### src/rtl/peak_counter_gated_multi_if.sv
// Host-side bundle for the gated multi-channel peak counter: control, raw inputs and readout.
interface peak_counter_gated_multi_if #(
  parameter int NUM_CH     = 4,
  parameter int CNTR_WIDTH = 16,
  parameter int GATE_WIDTH = 24
);
  localparam int SEL_W = (NUM_CH > 1) ? $clog2(NUM_CH) : 1;

  logic                  clken;
  logic [NUM_CH-1:0]     sig_in;
  logic [1:0]            edge_mode;
  logic [GATE_WIDTH-1:0] gate_len;
  logic                  start;
  logic                  stop;
  logic                  continuous;
  logic                  busy;
  logic                  snap_valid;
  logic [SEL_W-1:0]      rd_sel;
  logic [CNTR_WIDTH-1:0] rd_count;
  logic                  rd_ovf;

  modport master (
    output clken, sig_in, edge_mode, gate_len, start, stop, continuous, rd_sel,
    input  busy, snap_valid, rd_count, rd_ovf
  );

  modport slave (
    input  clken, sig_in, edge_mode, gate_len, start, stop, continuous, rd_sel,
    output busy, snap_valid, rd_count, rd_ovf
  );
endinterface

### src/rtl/peak_counter_gated_multi.sv
// NUM_CH-channel gated edge counter: per-channel sync/edge/count lanes, a shared gate FSM
// and timer, window-end snapshots and a registered readout mux.
module peak_counter_gated_multi_lane #(
  parameter int CNTR_WIDTH = 16,
  parameter int SATURATE   = 0
) (
  input  logic                  clk,
  input  logic                  rst,
  input  logic                  clken,
  input  logic                  sig,
  input  logic [1:0]            edge_mode,
  input  logic                  run,
  input  logic                  clr,
  input  logic                  fire,
  output logic [CNTR_WIDTH-1:0] snap_cnt,
  output logic                  snap_ovf
);
  localparam logic [CNTR_WIDTH-1:0] MAXCOUNT = '1;

  logic [2:0]            sync;
  logic [CNTR_WIDTH-1:0] cnt, cnt_nxt;
  logic                  ovf, ovf_nxt;
  logic                  rise, fall, hit;

  assign rise = sync[1] & ~sync[2];
  assign fall = ~sync[1] & sync[2];

  always_comb begin
    case (edge_mode)
      2'b01:   hit = fall;
      2'b10:   hit = rise | fall;
      default: hit = rise;
    endcase
  end

  always_comb begin
    cnt_nxt = cnt;
    ovf_nxt = ovf;
    if (hit) begin
      if (cnt == MAXCOUNT) begin
        ovf_nxt = 1'b1;
        cnt_nxt = (SATURATE != 0) ? MAXCOUNT : '0;
      end else begin
        cnt_nxt = cnt + 1'b1;
      end
    end
  end

  // The closing cycle's own edge goes into the snapshot via cnt_nxt.
  always_ff @(posedge clk or posedge rst) begin
    if (rst) begin
      sync     <= '0;
      cnt      <= '0;
      ovf      <= 1'b0;
      snap_cnt <= '0;
      snap_ovf <= 1'b0;
    end else if (clken) begin
      sync <= {sync[1:0], sig};
      if (clr) begin
        cnt <= '0;
        ovf <= 1'b0;
      end else if (fire) begin
        snap_cnt <= cnt_nxt;
        snap_ovf <= ovf_nxt;
        cnt      <= '0;
        ovf      <= 1'b0;
      end else if (run) begin
        cnt <= cnt_nxt;
        ovf <= ovf_nxt;
      end
    end
  end
endmodule

module peak_counter_gated_multi #(
  parameter int NUM_CH     = 4,
  parameter int CNTR_WIDTH = 16,
  parameter int GATE_WIDTH = 24,
  parameter int SATURATE   = 0
) (
  input logic                      clk,
  input logic                      rst,
  peak_counter_gated_multi_if.slave bus
);
  localparam int SEL_W = (NUM_CH > 1) ? $clog2(NUM_CH) : 1;

  typedef enum logic {IDLE, RUN} state_t;

  state_t                               state, state_nxt;
  logic [GATE_WIDTH-1:0]                timer, timer_nxt, gl_m1;
  logic                                 clr, fire, run;
  logic [NUM_CH-1:0][CNTR_WIDTH-1:0]    snap_cnt;
  logic [NUM_CH-1:0]                    snap_ovf;
  logic [CNTR_WIDTH-1:0]                rd_cnt_mux;
  logic                                 rd_ovf_mux;

  assign gl_m1    = (bus.gate_len == '0) ? '0 : bus.gate_len - 1'b1;
  assign run      = (state == RUN);
  assign bus.busy = run;

  always_ff @(posedge clk or posedge rst) begin
    if (rst) begin
      state <= IDLE;
      timer <= '0;
    end else begin
      state <= state_nxt;
      timer <= timer_nxt;
    end
  end

  // stop outranks window end; start is only honoured from IDLE.
  always_comb begin
    state_nxt = state;
    timer_nxt = timer;
    clr       = 1'b0;
    fire      = 1'b0;
    if (bus.clken) begin
      case (state)
        IDLE: if (bus.start) begin
          state_nxt = RUN;
          timer_nxt = '0;
          clr       = 1'b1;
        end
        RUN: begin
          if (bus.stop) begin
            state_nxt = IDLE;
            timer_nxt = '0;
            clr       = 1'b1;
          end else if (timer == gl_m1) begin
            fire      = 1'b1;
            timer_nxt = '0;
            if (!bus.continuous) state_nxt = IDLE;
          end else begin
            timer_nxt = timer + 1'b1;
          end
        end
        default: state_nxt = IDLE;
      endcase
    end
  end

  always_ff @(posedge clk or posedge rst) begin
    if (rst) bus.snap_valid <= 1'b0;
    else     bus.snap_valid <= fire;
  end

  for (genvar i = 0; i < NUM_CH; i++) begin : g_lane
    peak_counter_gated_multi_lane #(
      .CNTR_WIDTH (CNTR_WIDTH),
      .SATURATE   (SATURATE)
    ) u_lane (
      .clk       (clk),
      .rst       (rst),
      .clken     (bus.clken),
      .sig       (bus.sig_in[i]),
      .edge_mode (bus.edge_mode),
      .run       (run),
      .clr       (clr),
      .fire      (fire),
      .snap_cnt  (snap_cnt[i]),
      .snap_ovf  (snap_ovf[i])
    );
  end

  // Unmatched selects (rd_sel >= NUM_CH) fall through to zero.
  always_comb begin
    rd_cnt_mux = '0;
    rd_ovf_mux = 1'b0;
    for (int i = 0; i < NUM_CH; i++) begin
      if (bus.rd_sel == SEL_W'(i)) begin
        rd_cnt_mux = snap_cnt[i];
        rd_ovf_mux = snap_ovf[i];
      end
    end
  end

  always_ff @(posedge clk or posedge rst) begin
    if (rst) begin
      bus.rd_count <= '0;
      bus.rd_ovf   <= 1'b0;
    end else begin
      bus.rd_count <= rd_cnt_mux;
      bus.rd_ovf   <= rd_ovf_mux;
    end
  end
endmodule
### src/flat_wrapper.sv
// flat-port wrapper written by rule: the top's interface ports become plain ports
module peak_counter_gated_multi_flat 
#(
  parameter int NUM_CH     = 4,
  parameter int CNTR_WIDTH = 16,
  parameter int GATE_WIDTH = 24,
  parameter int SATURATE   = 0
)
  (clk, rst, bus_clken, bus_sig_in, bus_edge_mode, bus_gate_len, bus_start, bus_stop, bus_continuous, bus_rd_sel, bus_busy, bus_snap_valid, bus_rd_count, bus_rd_ovf);
  peak_counter_gated_multi_if #(.NUM_CH(NUM_CH), .CNTR_WIDTH(CNTR_WIDTH), .GATE_WIDTH(GATE_WIDTH)) bus_i ();
  input logic clk;
  input logic rst;
  input wire logic [$bits(bus_i.clken)-1:0] bus_clken;
  input wire logic [$bits(bus_i.sig_in)-1:0] bus_sig_in;
  input wire logic [$bits(bus_i.edge_mode)-1:0] bus_edge_mode;
  input wire logic [$bits(bus_i.gate_len)-1:0] bus_gate_len;
  input wire logic [$bits(bus_i.start)-1:0] bus_start;
  input wire logic [$bits(bus_i.stop)-1:0] bus_stop;
  input wire logic [$bits(bus_i.continuous)-1:0] bus_continuous;
  input wire logic [$bits(bus_i.rd_sel)-1:0] bus_rd_sel;
  output wire logic [$bits(bus_i.busy)-1:0] bus_busy;
  output wire logic [$bits(bus_i.snap_valid)-1:0] bus_snap_valid;
  output wire logic [$bits(bus_i.rd_count)-1:0] bus_rd_count;
  output wire logic [$bits(bus_i.rd_ovf)-1:0] bus_rd_ovf;
  assign bus_i.clken = bus_clken;
  assign bus_i.sig_in = bus_sig_in;
  assign bus_i.edge_mode = bus_edge_mode;
  assign bus_i.gate_len = bus_gate_len;
  assign bus_i.start = bus_start;
  assign bus_i.stop = bus_stop;
  assign bus_i.continuous = bus_continuous;
  assign bus_i.rd_sel = bus_rd_sel;
  assign bus_busy = bus_i.busy;
  assign bus_snap_valid = bus_i.snap_valid;
  assign bus_rd_count = bus_i.rd_count;
  assign bus_rd_ovf = bus_i.rd_ovf;
  peak_counter_gated_multi #(.NUM_CH(NUM_CH), .CNTR_WIDTH(CNTR_WIDTH), .GATE_WIDTH(GATE_WIDTH), .SATURATE(SATURATE)) u_core (.clk(clk), .rst(rst), .bus(bus_i));
endmodule
### config.mk
export PLATFORM = sky130hd
export DESIGN_NAME = peak_counter_gated_multi_flat
export DESIGN_NICKNAME = d
export VERILOG_FILES = /design/src/rtl/peak_counter_gated_multi_if.sv /design/src/rtl/peak_counter_gated_multi.sv /design/src/flat_wrapper.sv
export SDC_FILE = /design/constraint.sdc
export NUM_CORES = 1
export LEC_CHECK = 0
export BUFFER_PORTS_ARGS = -buffer_cell sky130_fd_sc_hd__buf_4
export CAP_MARGIN = 0
export CORE_MARGIN = 5
export CORE_UTILIZATION = 65
export DETAILED_ROUTE_END_ITERATION = 16
export HOLD_SLACK_MARGIN = 0.08
export PLACE_DENSITY = 0.95
export SLEW_MARGIN = 25
export SYNTH_ARGS = -nofsm -noshare
export SYNTH_HDL_FRONTEND = slang
export SYNTH_SLANG_ARGS = --single-unit
export TNS_END_PERCENT = 10
### constraint.sdc
create_clock -name clk -period 15.3 [get_ports clk]
set_clock_uncertainty 0.05 [all_clocks]
set_input_delay 0.765 -clock clk [delete_from_list [all_inputs] [get_ports clk]]
set_output_delay 0.765 -clock clk [all_outputs]
set_load 0.01 [all_outputs]
==> metrics.md, run 1 <==
| Metric | Value |
|---|---|
| Aggregate routed wire length | `between 30000 and 40000 microns` |
| Die width | `approximately 140 microns` |
| Crit start category | `input pin` |
| Initial core utilization | `between 60% and 70%` |
| Wire per inst | `20.7 microns` |
| Synth-to-Final Area Change | `8.57%` |
| Final #Nets | `~1300` |
| First-pass GRT wire length | `approximately 50000 microns` |
| Vias per cell | `7.01` |
| Yosys warnings | `0` |
| Post-synthesis sequential area ratio | `41.2%` |
| Core ar. | `~17000 sq um` |
| Hold buffer count at CTS | `0` |
| Number of distinct library cells after synthesis | `72` |
| Slew Viols, Final | `0` |
| Cell at the slowest stage of the critical path | `nor2_4` |
| Final setup fails | `0` |
| Final setup TNS | `0 ns` |
| Crit Path Max Fanout | `60` |
| Initial DRC count | `1184` |
| Die height | `roughly 140 microns` |
| Pin count of the biggest net entering global routing | `roughly 120` |
| H-tree lvl count | `4` |
| Max-Cap Viols | `0` |
| Die area | `20600 sq um` |
| Worst Path Required | `15.57 ns` |
| Critical Path End Type | `flip-flop` |
| CTS buffer count | `17` |
| Clock-pin slew on the worst setup and hold paths | `0.07 ns` |
| Asr flop ratio synth | `100%` |
| Initial antenna violation count | `0` |
| CP peak stage delay | `0.85 ns` |
| DP Area | `12000 sq um` |
| I/O pin total | `57` |
| Tot GR Track Use | `30.2%` |
| CP most frequent cell | `buf_4` |
| Post-synth EDFFs | `0` |
| Antenna Cells | `0` |
| Post-CTS resize count | `0` |
| Clock Tree Buf Depth | `2` |
| # DRC | `0` |
| Crit path time final | `5.74 ns` |
| Setup CP Type | `input pin to flip-flop` |
| Crit path arrival time | `6.01 ns` |
| Clk_lat worst skew | `0.44 ns` |
| Postcts setup bufs | `0` |
| FF+latch count, synth | `191` |
| Worst VDD drop | `0.0000855 V` |
| # port buffers | `56` |
| Gpl congestion | `0.924` |
| Pleak | `5.29 nW` |
| Slew HR | `between 30% and 40%` |
| FMAX | `174 MHz` |
| GRT overflow | `0` |
| Ys flop type | `dfrtp_1` |
| Most frequent cells in the layout | `dfrtp_1, nand2_1, o21ai_0` |
| Post-DRT Antenna Nets | `0` |
| CTS tree | `yes` |
| Most common cell after layout, fill and taps aside | `dfrtp_1` |
| Cell Chain, Critical Path | `buf_4 -> nor3_2 -> nand4_2 -> or4_1 -> a2111oi_0 -> a22o_1 -> o32a_1 -> nand4_4 -> nor2_4 -> buf_4 -> mux2_2` |
| Worst-margin pin slew | `~1.0 ns` |
| Syn Inst Count | `~1200` |
| RSZ-0062 raised after global routing | `no` |
| 1st-pass router iterations | `7` |
| Clock Sinks | `191` |
| Cell Pwr Density | `88.0 nW/um^2` |
| Clock Tree Root | `clkbuf_16` |
| Share of cells above drive strength 1 | `15.4%` |
| Status | `complete, no violations` |
| Fin crit share | `a little under two fifths` |
| Syn_nets | `between 1000 and 1500` |
| Finished Cell Area | `between 10000 and 15000 sq um` |
| Vias | `between 10000 and 15000` |
| Post-Syn Area per Cell | `9.33 sq um` |
| Final hold viol count | `0` |
| Syn Std Cell Area | `about 12000 sq um` |
| Row count | `48` |
| Hold Crit Class | `input pin to async pin` |
| Vias in the first global route | `between 9000 and 10000` |
| Detailed Place HPWL | `about 20000 microns` |
==> worst paths after layout <==
check	from	to	slack (ns)	cells past startpoint
worst max register to register	u_core.timer[6]	u_core.g_lane[3].u_lane.snap_cnt[0]	10.73	10
min in group clk	u_core.g_lane[1].u_lane.snap_cnt[12]	u_core.g_lane[1].u_lane.snap_cnt[12]	0.44	1
worst min-delay path	rst	u_core.g_lane[1].u_lane.snap_cnt[3]	0.41	2
worst max-delay path	bus_gate_len[2]	u_core.g_lane[3].u_lane.snap_cnt[0]	9.56	11
max in group asynchronous	rst	u_core.g_lane[1].u_lane.snap_cnt[12]	13.32	3
worst min register to register	u_core.g_lane[1].u_lane.snap_cnt[12]	u_core.g_lane[1].u_lane.snap_cnt[12]	0.44	1
==> final cells by class <==
| cell class | instances | area (sq um) |
|---|---|---|
| clock buffers | 18 | 429 |
| clock inverters | 14 | 180 |
| fillers | 1174 | 4830 |
| inverters | 53 | 206 |
| multi-input cells | 902 | 6240 |
| flip-flops and latches | 191 | 4780 |
| well taps | 225 | 282 |
| repair buffers | 62 | 465 |
==> cell usage after synthesis, types with 8 or more instances <==
library cell | number | area share, %
a31oi_1 | 25 | 1.3
a21oi_1 | 8 | 0.35
mux4_2 | 17 | 3.3
clkbuf_1 | 68 | 2.2
o21ai_0 | 67 | 2.9
buf_1 | 13 | 0.42
mux2i_1 | 19 | 1.6
o311ai_1 | 12 | 0.91
mux2_2 | 42 | 4.1
and2_1 | 11 | 0.59
nand3_1 | 64 | 2.8
a31o_2 | 9 | 0.68
nor2_1 | 63 | 2.0
o211ai_1 | 19 | 1.2
inv_1 | 53 | 1.7
xor2_1 | 16 | 1.2
dfrtp_1 | 191 | 41
xnor2_1 | 46 | 3.5
o41ai_1 | 27 | 2.0
ha_1 | 16 | 1.7
o22ai_1 | 14 | 0.76
nand4_1 | 59 | 3.2
a41oi_1 | 10 | 0.76
nand2b_1 | 17 | 0.92
and3_1 | 12 | 0.65
nor3_1 | 25 | 1.1
a22o_1 | 15 | 1.1
o31ai_1 | 9 | 0.58
or3_1 | 14 | 0.76
nor4_1 | 11 | 0.59
nand2_1 | 156 | 5.1
nor2b_1 | 8 | 0.43
or2_2 | 13 | 0.70
==> metal layers <==
metal / GRT usage [%] / part of all wire (%) / up-vias / routed length [microns]
met5: 0 / 0 / - / 0
met3: 5.89 / 8.5 / 72 / 2590
met1: 39.4 / 39 / 5069 / 11800
met2: 50.3 / 50 / 582 / 15100
li1: - / - / 4546 / -
met4: 11.1 / 2.9 / 0 / 869
==> power by group <==
group          leakage [nW]  total (mW)  internal, mW  switching, mW
clock network         0.303       0.467         0.261          0.206
registers              2.64       0.522         0.512         0.0101
logic                  2.34       0.117        0.0396         0.0778
total                  5.29        1.11         0.813          0.294
==> cells by family (layout without fill, tap and decap cells) <==
group                    Yosys count  after routing  share of synthesized area (%)
flip-flops                       191            191                           41.2
AO/OA/AOI/OAI                    248            248                           15.2
adder cells (fa/ha/maj)           16             16                           1.73
AND/OR/NAND/NOR                  492            492                           22.0
XOR/XNOR                          65             65                           5.27
multiplexers                      81             81                           9.32
buffers and inverters            149            147                           5.26
==> through the flow <==
stage / worst slack, ns / hold slack, ns / util, % / power [mW] / std cells
floorplan: 9.29 / 0.396 / - / 0.607 / 1242
finish: 9.56 / 0.413 / 72.2 / 1.11 / 1465
global route: 9.26 / 0.468 / 72.2 / 1.14 / 1465
detailed placement: 9.22 / 0.426 / 68.7 / 0.646 / 1433
CTS: 9.66 / 0.445 / 72.2 / 1.10 / 1465
global placement: 9.35 / 0.414 / 68.7 / 0.641 / 1433
==> state kept, by name, indices dropped and copies added (netlist names) <==
name / flops
u_core.bus.snap_valid: 1
u_core.g_lane.u_lane.sync: 12
u_core.g_lane.u_lane.snap_ovf: 4
u_core.g_lane.u_lane.ovf: 4
u_core.g_lane.u_lane.snap_cnt: 64
u_core.g_lane.u_lane.cnt: 64
u_core.bus.busy: 1
u_core.bus.rd_ovf: 1
u_core.bus.rd_count: 16
u_core.timer: 24
==> worst max-delay path, delay by kind of cell <==
family / cells / cell delay (ns)
and+or+nand+nor: 5 / 3.43
muxes: 1 / 0.41
AOI/OAI and AO/OA: 3 / 0.80
buffers and inverters: 2 / 0.58
Power figures use the tool's default switching activity.
==> run 2: changes to the inputs <==
--- a/config.mk
+++ b/config.mk
@@ -8,10 +8,10 @@
 export BUFFER_PORTS_ARGS = -buffer_cell sky130_fd_sc_hd__buf_4
 export CAP_MARGIN = 0
 export CORE_MARGIN = 5
-export CORE_UTILIZATION = 65
+export CORE_UTILIZATION = 62
 export DETAILED_ROUTE_END_ITERATION = 16
 export HOLD_SLACK_MARGIN = 0.08
-export PLACE_DENSITY = 0.95
+export PLACE_DENSITY = 0.92
 export SLEW_MARGIN = 25
 export SYNTH_ARGS = -nofsm -noshare
 export SYNTH_HDL_FRONTEND = slang
==> constraint.sdc (replaced) <==
create_clock -name clk -period 5.65 [get_ports clk]
set_clock_uncertainty 0.05 [all_clocks]
set_input_delay 0.2825 -clock clk [delete_from_list [all_inputs] [get_ports clk]]
set_output_delay 0.2825 -clock clk [all_outputs]
set_load 0.01 [all_outputs]
==> run 2 against run 1 <==
Effect of this change: cell count is 1.2% higher; largest cell class unchanged; via count decreased by 2.1%; non-clock buffer count up 11; sequential share of layout area is 0.23 points lower; global-route usage shrank 2.7 points; register-to-register slack got worse by 9.1 ns; highest routed layer unchanged.
==> metrics.md, run 2 (same netlist as run 1, synthesis figures left out) <==
| Metric | Value |
|---|---|
| Final #Nets | `1292 (+0.86%)` |
| Clock Sinks | `191 (unchanged)` |
| Crit Path Max Fanout | `42 (-30%)` |
| Final worst setup slack | `1.47 ns (-8.09 ns)` |
| Clock Tree Buf Depth | `2 (unchanged)` |
| Worst-margin pin slew | `1.07 ns (+0.0697 ns)` |
| Worst VDD drop | `0.000261 V (+210%)` |
| CTS tree | `yes` |
| Delay-heaviest family, CP | `simple AND/OR/NAND/NOR gates` |
| H-tree lvl count | `4 (unchanged)` |
| Final hold viol count | `0 (unchanged)` |
| Post-route core utilization | `68.1% (-4.1 points)` |
| CP peak stage delay | `0.57 ns (-0.28 ns)` |
| Leading registers by flop count | `u_core.g_lane.u_lane.cnt (64), u_core.g_lane.u_lane.snap_cnt (64), u_core.timer (24)` |
| Initial antenna violation count | `0 (unchanged)` |
| Initial core utilization | `62.4% (-4.2 points)` |
| Postcts setup bufs | `0 (unchanged)` |
| Aggregate routed wire length | `29300 microns (-3.7%)` |
| Sequential Area | `4780 sq um (unchanged)` |
| Most frequent cells in the layout | `dfrtp_1, nand2_1, o21ai_0` |
| Final setup fails | `0 (unchanged)` |
| Hold_ws | `0.166 ns (-0.247 ns)` |
| # port buffers | `56 (unchanged)` |
| Crit start category | `input pin` |
| Worst Path Required | `5.93 ns (-9.64 ns)` |
| Die width | `147 microns (+2.2%)` |
| First-pass GRT wire length | `48700 microns (-2.3%)` |
| Hold Crit Class | `input pin to flip-flop` |
| FF-to-FF path depth | `10 (unchanged)` |
| Area of the multi-input gates | `6240 sq um (about the same)` |
| RR Endpoint | `u_core.g_lane[1].u_lane.cnt[7]` |
| 1st-pass router iterations | `6 (-1)` |
| Synth-to-Final Area Change | `9.22%` |
| Hold endpoint | `u_core.g_lane[1].u_lane.sync[1]` |
| Die height | `147 microns (+2.2%)` |
| Startpoint of the worst hold path | `bus_clken` |
| Sw frac | `26.3% (-0.30 points)` |
| Hold path depth | `3` |
| Gpl congestion | `0.942 (+2.0%)` |
| FF-to-FF Start | `u_core.g_lane[1].u_lane.sync[1]` |
| Post-DRT Antenna Nets | `0 (unchanged)` |
| Antenna Cells | `0 (unchanged)` |
| Fin crit share | `roughly three quarters` |
| Slew Viols, Final | `0 (unchanged)` |
| CP Depth | `13 (+2)` |
| Pin count of the biggest net entering global routing | `140 (+16%)` |
| Fillers | `1357 (+16%)` |
| Gate power share | `11.0% (+0.4 points)` |
| Vias in the first global route | `9805 (-1.2%)` |
| Crit path arrival time | `4.46 ns (-1.55 ns)` |
| CP most frequent cell | `buf_4` |
| Initial DRC count | `1373 (+16%)` |
| Core ar. | `18600 sq um (+6.7%)` |
| Status | `complete, no violations` |
| Die area | `21500 sq um (+4.5%)` |
| # DRC | `0 (unchanged)` |
| Slew HR | `28.4% (-4.8 points)` |
| Tot GR Track Use | `27.4% (-2.7 points)` |
| Pleak | `5.30 nW (+0.26%)` |
| Final setup TNS | `0 ns (unchanged)` |
| FMAX | `239 MHz` |
| Internal power | `2.16 mW (+170%)` |
| CTS buffer count | `17 (unchanged)` |
| Most common cell after layout, fill and taps aside | `dfrtp_1` |
| Share of cells above drive strength 1 | `15.3% (-0.099 points)` |
| Detailed Place HPWL | `19400 microns (-3.8%)` |
| Design Power | `2.94 mW (+170%)` |
| RSZ-0062 raised after global routing | `no` |
| Cell Pwr Density | `232 nW/um^2 (+160%)` |
| Setup CP Type | `input pin to flip-flop` |
| Vias per cell | `6.78 (-3.2%)` |
| Dpl ws | `1.09 ns (-8.13 ns)` |
| Crit path time final | `roughly 4.2 ns` |
| GRT overflow | `0 (unchanged)` |
| Critical Path End Type | `flip-flop` |
| Worst Path Buf+Inv | `3 (+1)` |
| Max-Cap Viols | `0 (unchanged)` |
| Clock share of power | `41.0% (-1.2 points)` |
| Flop2flop setup slack | `1.68 ns (-9.05 ns)` |
| Switching power total | `0.771 mW (+160%)` |
| Post-CTS resize count | `0 (unchanged)` |
| Cell at the slowest stage of the critical path | `or4_1` |
| Cell Chain, Critical Path | `buf_4 -> inv_1 -> ha_1 -> nor4b_4 -> nand4_2 -> or4_1 -> a2111oi_0 -> a22o_1 -> o32a_1 -> nand4_4 -> nor2_4 -> buf_4 -> mux2_2` |
| Clock-pin slew on the worst setup and hold paths | `0.07 ns (about the same)` |
| Vias | `10100 (-2.1%)` |
| Clock Tree Root | `clkbuf_16` |
| Clk_lat worst skew | `0.44 ns (about the same)` |
| Wire per inst | `19.7 microns (-4.8%)` |
| Register share of total power | `48.1% (+0.9 points)` |
| I/O pin total | `57 (unchanged)` |
| Row count | `50 (+4.2%)` |
## run 2: cell types whose count changed in the layout (fill, tap and decap cells not counted), sizes merged
cell	delta
clkinv	-5
clkinvlp	+4
bufinv	-1
clkbuf	+1
buf	+4
inv	-2
dlygate4sd3	+7
## run 2: metrics by stage
stage | cell area, sq um | instances
5_1_grt | 12700 | 1482
4_1_cts | 12700 | 1482
2_1_floorplan | 11600 | 1242
3_3_place_gp | 12000 | 1446
3_5_place_dp | 12000 | 1446
6_report | 12700 | 1482
## run 2: worst max-delay path by stage
stage,from,end,slack (ns)
4_1_cts,bus_gate_len[0],u_core.g_lane[2].u_lane.snap_cnt[4],1.54
3_3_place_gp,bus_gate_len[0],u_core.g_lane[0].u_lane.snap_cnt[12],1.24
2_1_floorplan,rst,u_core.bus.busy,0.12
5_1_grt,bus_gate_len[0],u_core.g_lane[1].u_lane.snap_cnt[8],1.18
3_5_place_dp,bus_gate_len[0],u_core.g_lane[1].u_lane.snap_cnt[8],1.09
6_report,bus_gate_len[0],u_core.g_lane[1].u_lane.snap_cnt[8],1.47
## run 2: final cells by class
| type | instances | area share (%) |
|---|---|---|
| Clock buffer | 19 | 3.50 |
| Tap cell | 234 | 2.31 |
| Inverter | 53 | 1.67 |
| Clock inverter | 10 | 1.03 |
| Sequential cell | 191 | 37.8 |
| Multi-Input combinational cell | 902 | 49.3 |
| Timing Repair Buffer | 73 | 4.47 |
## run 2: power by group through the flow
stage / clock network (mW) / logic [mW] / registers, mW
after floorplan: 0 / 0.212 / 1.43
after global placement: 0 / 0.302 / 1.44
after detailed placement: 0 / 0.311 / 1.44
after CTS: 1.21 / 0.319 / 1.41
after global routing: 1.27 / 0.355 / 1.41
final: 1.20 / 0.322 / 1.41
## run 2: per-layer routing
| metal | up-vias | track usage, % | wire (microns) |
|---|---|---|---|
| li1 | 4574 | - | - |
| met1 | 4891 | 36.2 | 11800 |
| met2 | 496 | 45.3 | 14500 |
| met3 | 91 | 4.69 | 2110 |
| met4 | 0 | 11.2 | 871 |
| met5 | - | 0 | 0 |
## run 2: worst min-delay path, delay by kind of cell
kind            cells  cell delay (ns)
compound gates      1             0.06
buf+inv             1             0.19
simple gates        1             0.07
## run 2: what timing repair did
action	CTS	global route
hold buffers	7	0
endpoints found under the hold margin	143	0
setup endpoints to repair	0	0
==> run 3: changes to the inputs <==
--- a/config.mk
+++ b/config.mk
@@ -5,13 +5,14 @@
 export SDC_FILE = /design/constraint.sdc
 export NUM_CORES = 1
 export LEC_CHECK = 0
+export ABC_AREA = 1
 export BUFFER_PORTS_ARGS = -buffer_cell sky130_fd_sc_hd__buf_4
 export CAP_MARGIN = 0
 export CORE_MARGIN = 5
 export CORE_UTILIZATION = 62
 export DETAILED_ROUTE_END_ITERATION = 16
 export HOLD_SLACK_MARGIN = 0.08
-export PLACE_DENSITY = 0.92
+export PLACE_DENSITY = 0.93
 export SLEW_MARGIN = 25
 export SYNTH_ARGS = -nofsm -noshare
 export SYNTH_HDL_FRONTEND = slang
==> constraint.sdc (replaced) <==
create_clock -name clk -period 3.9 [get_ports clk]
set_clock_uncertainty 0.05 [all_clocks]
set_input_delay 0.195 -clock clk [delete_from_list [all_inputs] [get_ports clk]]
set_output_delay 0.195 -clock clk [all_outputs]
set_load 0.01 [all_outputs]
==> run 3 against run 2 <==
Effect of this change: core utilization increased by 1.6 points; sequential share of layout area increased by 0.67 points; register-to-register slack got worse by 0.54 ns; cell count increased by 25%; via count increased by 9.6%; wire length increased by 5.4%; non-clock buffer count increased by 11; sequential power increased by 45%; global-route usage increased by 3.3 points; worst hold slack got worse by 0.045 ns; total power increased by 41%; critical path depth decreased by 1; critical endpoint is now u_core.g_lane[2].u_lane.cnt[11]; largest power group unchanged.
==> metrics.md, run 3 <==
| Metric | Value |
|---|---|
| # port buffers | `56 (unchanged)` |
| # DRC | `0 (unchanged)` |
| Fillers | `1319 (-2.8%)` |
| Design Power | `4.13 mW (+41%)` |
| Leading registers by flop count | `u_core.g_lane.u_lane.cnt (64), u_core.g_lane.u_lane.snap_cnt (64), u_core.timer (24)` |
| Cell accounting for the most synthesized area | `dfrtp_1` |
| Worst Path Buf+Inv | `4 (+1)` |
| Area share of the largest cell type after synthesis | `42.9% (+1.7 points)` |
| Crit path arrival time | `3.07 ns (-1.39 ns)` |
| Crit path time final | `2.76 ns` |
| Ys flop type | `dfrtp_1` |
| Final non-filler cell total | `1855 (+25%)` |
| 1st-pass router iterations | `6 (unchanged)` |
| FF+latch count, synth | `191 (unchanged)` |
| I/O pin total | `57 (unchanged)` |
| Worst-margin pin slew | `0.895 ns (-0.177 ns)` |
| Cell at the slowest stage of the critical path | `o21ai_1` |
| Critical Path End Type | `flip-flop` |
| DP Area | `11700 sq um (-2.3%)` |
| Clock Tree Root | `clkbuf_16` |
| Initial core utilization | `62.4% (about the same)` |
| Final #Nets | `1668 (+29%)` |
| Postcts setup bufs | `0 (unchanged)` |
| CP peak stage delay | `0.48 ns (-0.09 ns)` |
| Post-synth EDFFs | `0 (unchanged)` |
| Cell Pwr Density | `332 nW/um^2 (+43%)` |
| Post-CTS resize count | `0 (unchanged)` |
| Asr flop ratio synth | `100% (unchanged)` |
| Sequential Area | `4780 sq um (unchanged)` |
| Tot GR Track Use | `30.8% (+3.3 points)` |
| Clock Tree Buf Depth | `2 (unchanged)` |
| GRT overflow | `0 (unchanged)` |
| FMAX | `362 MHz` |
| Row count | `49 (-2.0%)` |
| H-tree lvl count | `4 (unchanged)` |
| RR Endpoint | `u_core.g_lane[2].u_lane.cnt[11]` |
| Hold path depth | `7 (+4)` |
| Syn Std Cell Area | `11100 sq um (-3.9%)` |
| Area of the multi-input gates | `5450 sq um (-13%)` |
| CTS buffer count | `17 (unchanged)` |
| Initial DRC count | `1427 (+3.9%)` |
| Most common cell after layout, fill and taps aside | `nand2_1` |
| Cell Chain, Critical Path | `inv_1 -> ha_1 -> inv_1 -> nand2_1 -> nand3_1 -> o21ai_1 -> inv_1 -> nand4_1 -> inv_1 -> nor3_1 -> nand3_1 -> o21ai_0` |
| Slew Viols, Final | `0 (unchanged)` |
| Pleak | `6.00 nW (+13%)` |
| Clk_lat worst skew | `0.45 ns (about the same)` |
| CP Depth | `12 (-1)` |
| Die height | `144 microns (-1.8%)` |
| Synth-to-Final Area Change | `11.7%` |
| Vias per cell | `5.94 (-12%)` |
| Core ar. | `17800 sq um (-4.0%)` |
| Status | `complete, no violations` |
| Delay-heaviest family, CP | `simple AND/OR/NAND/NOR gates` |
| Pin count of the biggest net entering global routing | `91 (-35%)` |
| RSZ-0062 raised after global routing | `no` |
| Worst VDD drop | `0.000344 V (+32%)` |
| Slew HR | `39.9% (+12 points)` |
| Gpl congestion | `1.00 (+6.1%)` |
| Top cells by count, synth | `nand2_1, dfrtp_1, inv_1, nand3_1, o21ai_0` |
| Vias | `11000 (+9.6%)` |
| Initial antenna violation count | `0 (unchanged)` |
| Clock-pin slew on the worst setup and hold paths | `0.07 ns (about the same)` |
| Share of cells above drive strength 1 | `7.56% (-7.7 points)` |
| Placed Cells | `1811 (+25%)` |
| Syn_nets | `1621 (+25%)` |
| Hold endpoint | `u_core.bus.busy` |
| Post-synthesis sequential area ratio | `42.9% (+1.7 points)` |
| Hold Crit Class | `input pin to flip-flop` |
| CTS tree | `yes` |
| Most frequent cells in the layout | `nand2_1, dfrtp_1, inv_1` |
| Wire per inst | `16.6 microns (-16%)` |
| Routed length on met2 | `14700 microns (+1.1%)` |
| Most frequent cell after synthesis | `nand2_1` |
| Final hold viol count | `0 (unchanged)` |
| Fin crit share | `70.8%` |
| Clock Sinks | `191 (unchanged)` |
| Worst Path Required | `4.21 ns (-1.72 ns)` |
| Crit start category | `flip-flop` |
| Routed wl met3 | `3050 microns (+44%)` |
| Detailed Place HPWL | `21300 microns (+10%)` |
| Post-DRT Antenna Nets | `0 (unchanged)` |
| Final setup fails | `0 (unchanged)` |
| Yosys warnings | `0 (unchanged)` |
| FF-to-FF Start | `u_core.g_lane[2].u_lane.sync[1]` |
| Number of distinct library cells after synthesis | `40 (-44%)` |
| Crit Path Max Fanout | `9 (-79%)` |
| CP most frequent cell | `inv_1` |
| Die width | `144 microns (-1.8%)` |
| Startpoint of the worst hold path | `bus_continuous` |
| Syn Inst Count | `1567 (+26%)` |
| Flop2flop setup slack | `1.14 ns (-0.54 ns)` |
| Finished Cell Area | `12400 sq um (-1.7%)` |
| Top cells by area, synth | `dfrtp_1, nand2_1, nand3_1` |
| First-pass GRT wire length | `51400 microns (+5.5%)` |
| Die area | `20700 sq um (-3.6%)` |
| FF-to-FF path depth | `12 (+2)` |
| Max-Cap Viols | `0 (unchanged)` |
| Post-Syn Area per Cell | `7.11 sq um (-24%)` |
| Post-route core utilization | `69.7% (+1.6 points)` |
| Vias in the first global route | `10600 (+8.3%)` |
| Hold buffer count at CTS | `12 (+5)` |
| Met1 WL | `12100 microns (+3.4%)` |
| Aggregate routed wire length | `30800 microns (+5.4%)` |
| Final setup TNS | `0 ns (unchanged)` |
| Antenna Cells | `0 (unchanged)` |
| Highest routed layer | `met4` |
| Setup CP Type | `flip-flop to flip-flop` |
-- run 3: tightest hold or removal path: stages --
cell and delay [ns]:
buf_4 0.08, inv_1 0.03, nand3_1 0.07, nand2_1 0.05, nand2_1 0.05, nand2_1 0.05
nand2_1 0.05
-- run 3: cell families (layout without fill, tap and decap cells) --
logic type / Yosys count / after routing / synth area share [%]
AND/OR/NAND/NOR: 900 / 900 / 34.7
buffers and inverters: 229 / 288 / 8.30
AO/OA/AOI/OAI: 192 / 192 / 9.12
flip-flops: 191 / 191 / 42.9
XOR/XNOR: 39 / 39 / 3.20
adder cells (fa/ha/maj): 16 / 16 / 1.80
-- run 3: worst max-delay path by stage --
| stage | slack [ns] | from | endpoint |
|---|---|---|---|
| CTS | 1.18 | u_core.g_lane[2].u_lane.sync[1] | u_core.g_lane[2].u_lane.cnt[11] |
| detailed placement | 0.83 | bus_gate_len[0] | u_core.g_lane[1].u_lane.snap_cnt[12] |
| floorplan | 1.19 | rst | u_core.bus.busy |
| global route | 0.89 | u_core.g_lane[2].u_lane.sync[1] | u_core.g_lane[2].u_lane.cnt[15] |
| finish | 1.14 | u_core.g_lane[2].u_lane.sync[1] | u_core.g_lane[2].u_lane.cnt[11] |
| global placement | 0.96 | bus_gate_len[0] | u_core.g_lane[1].u_lane.snap_cnt[13] |
-- run 3: power breakdown --
group          total [mW]  switching, mW  internal, mW
sequential           2.04         0.0297          2.01
combinational       0.411          0.280         0.130
clock                1.68          0.824         0.856
-- run 3: per-layer routing --
metal | global-route usage, % | vias to the layer above
li1 | - | 5166
met1 | 40.9 | 5116
met2 | 50.4 | 638
met3 | 6.12 | 95
met4 | 11.3 | 0
met5 | 0 | -
-- run 3: layout make-up --
cell class / instances / area share (%)
well taps: 229 / 2.30
flip-flops and latches: 191 / 38.4
clock inverters: 13 / 0.976
inverters: 173 / 5.25
multi-input cells: 1147 / 43.8
repair buffers: 84 / 5.71
clock buffers: 18 / 3.53
-- run 3: metrics by stage --
step | setup slack (ns) | hold WS [ns]
after floorplan | 1.19 | 0.257
after global placement | 0.962 | 0.342
after detailed placement | 0.834 | 0.350
after CTS | 1.18 | 0.124
after global routing | 0.886 | 0.147
final | 1.14 | 0.122
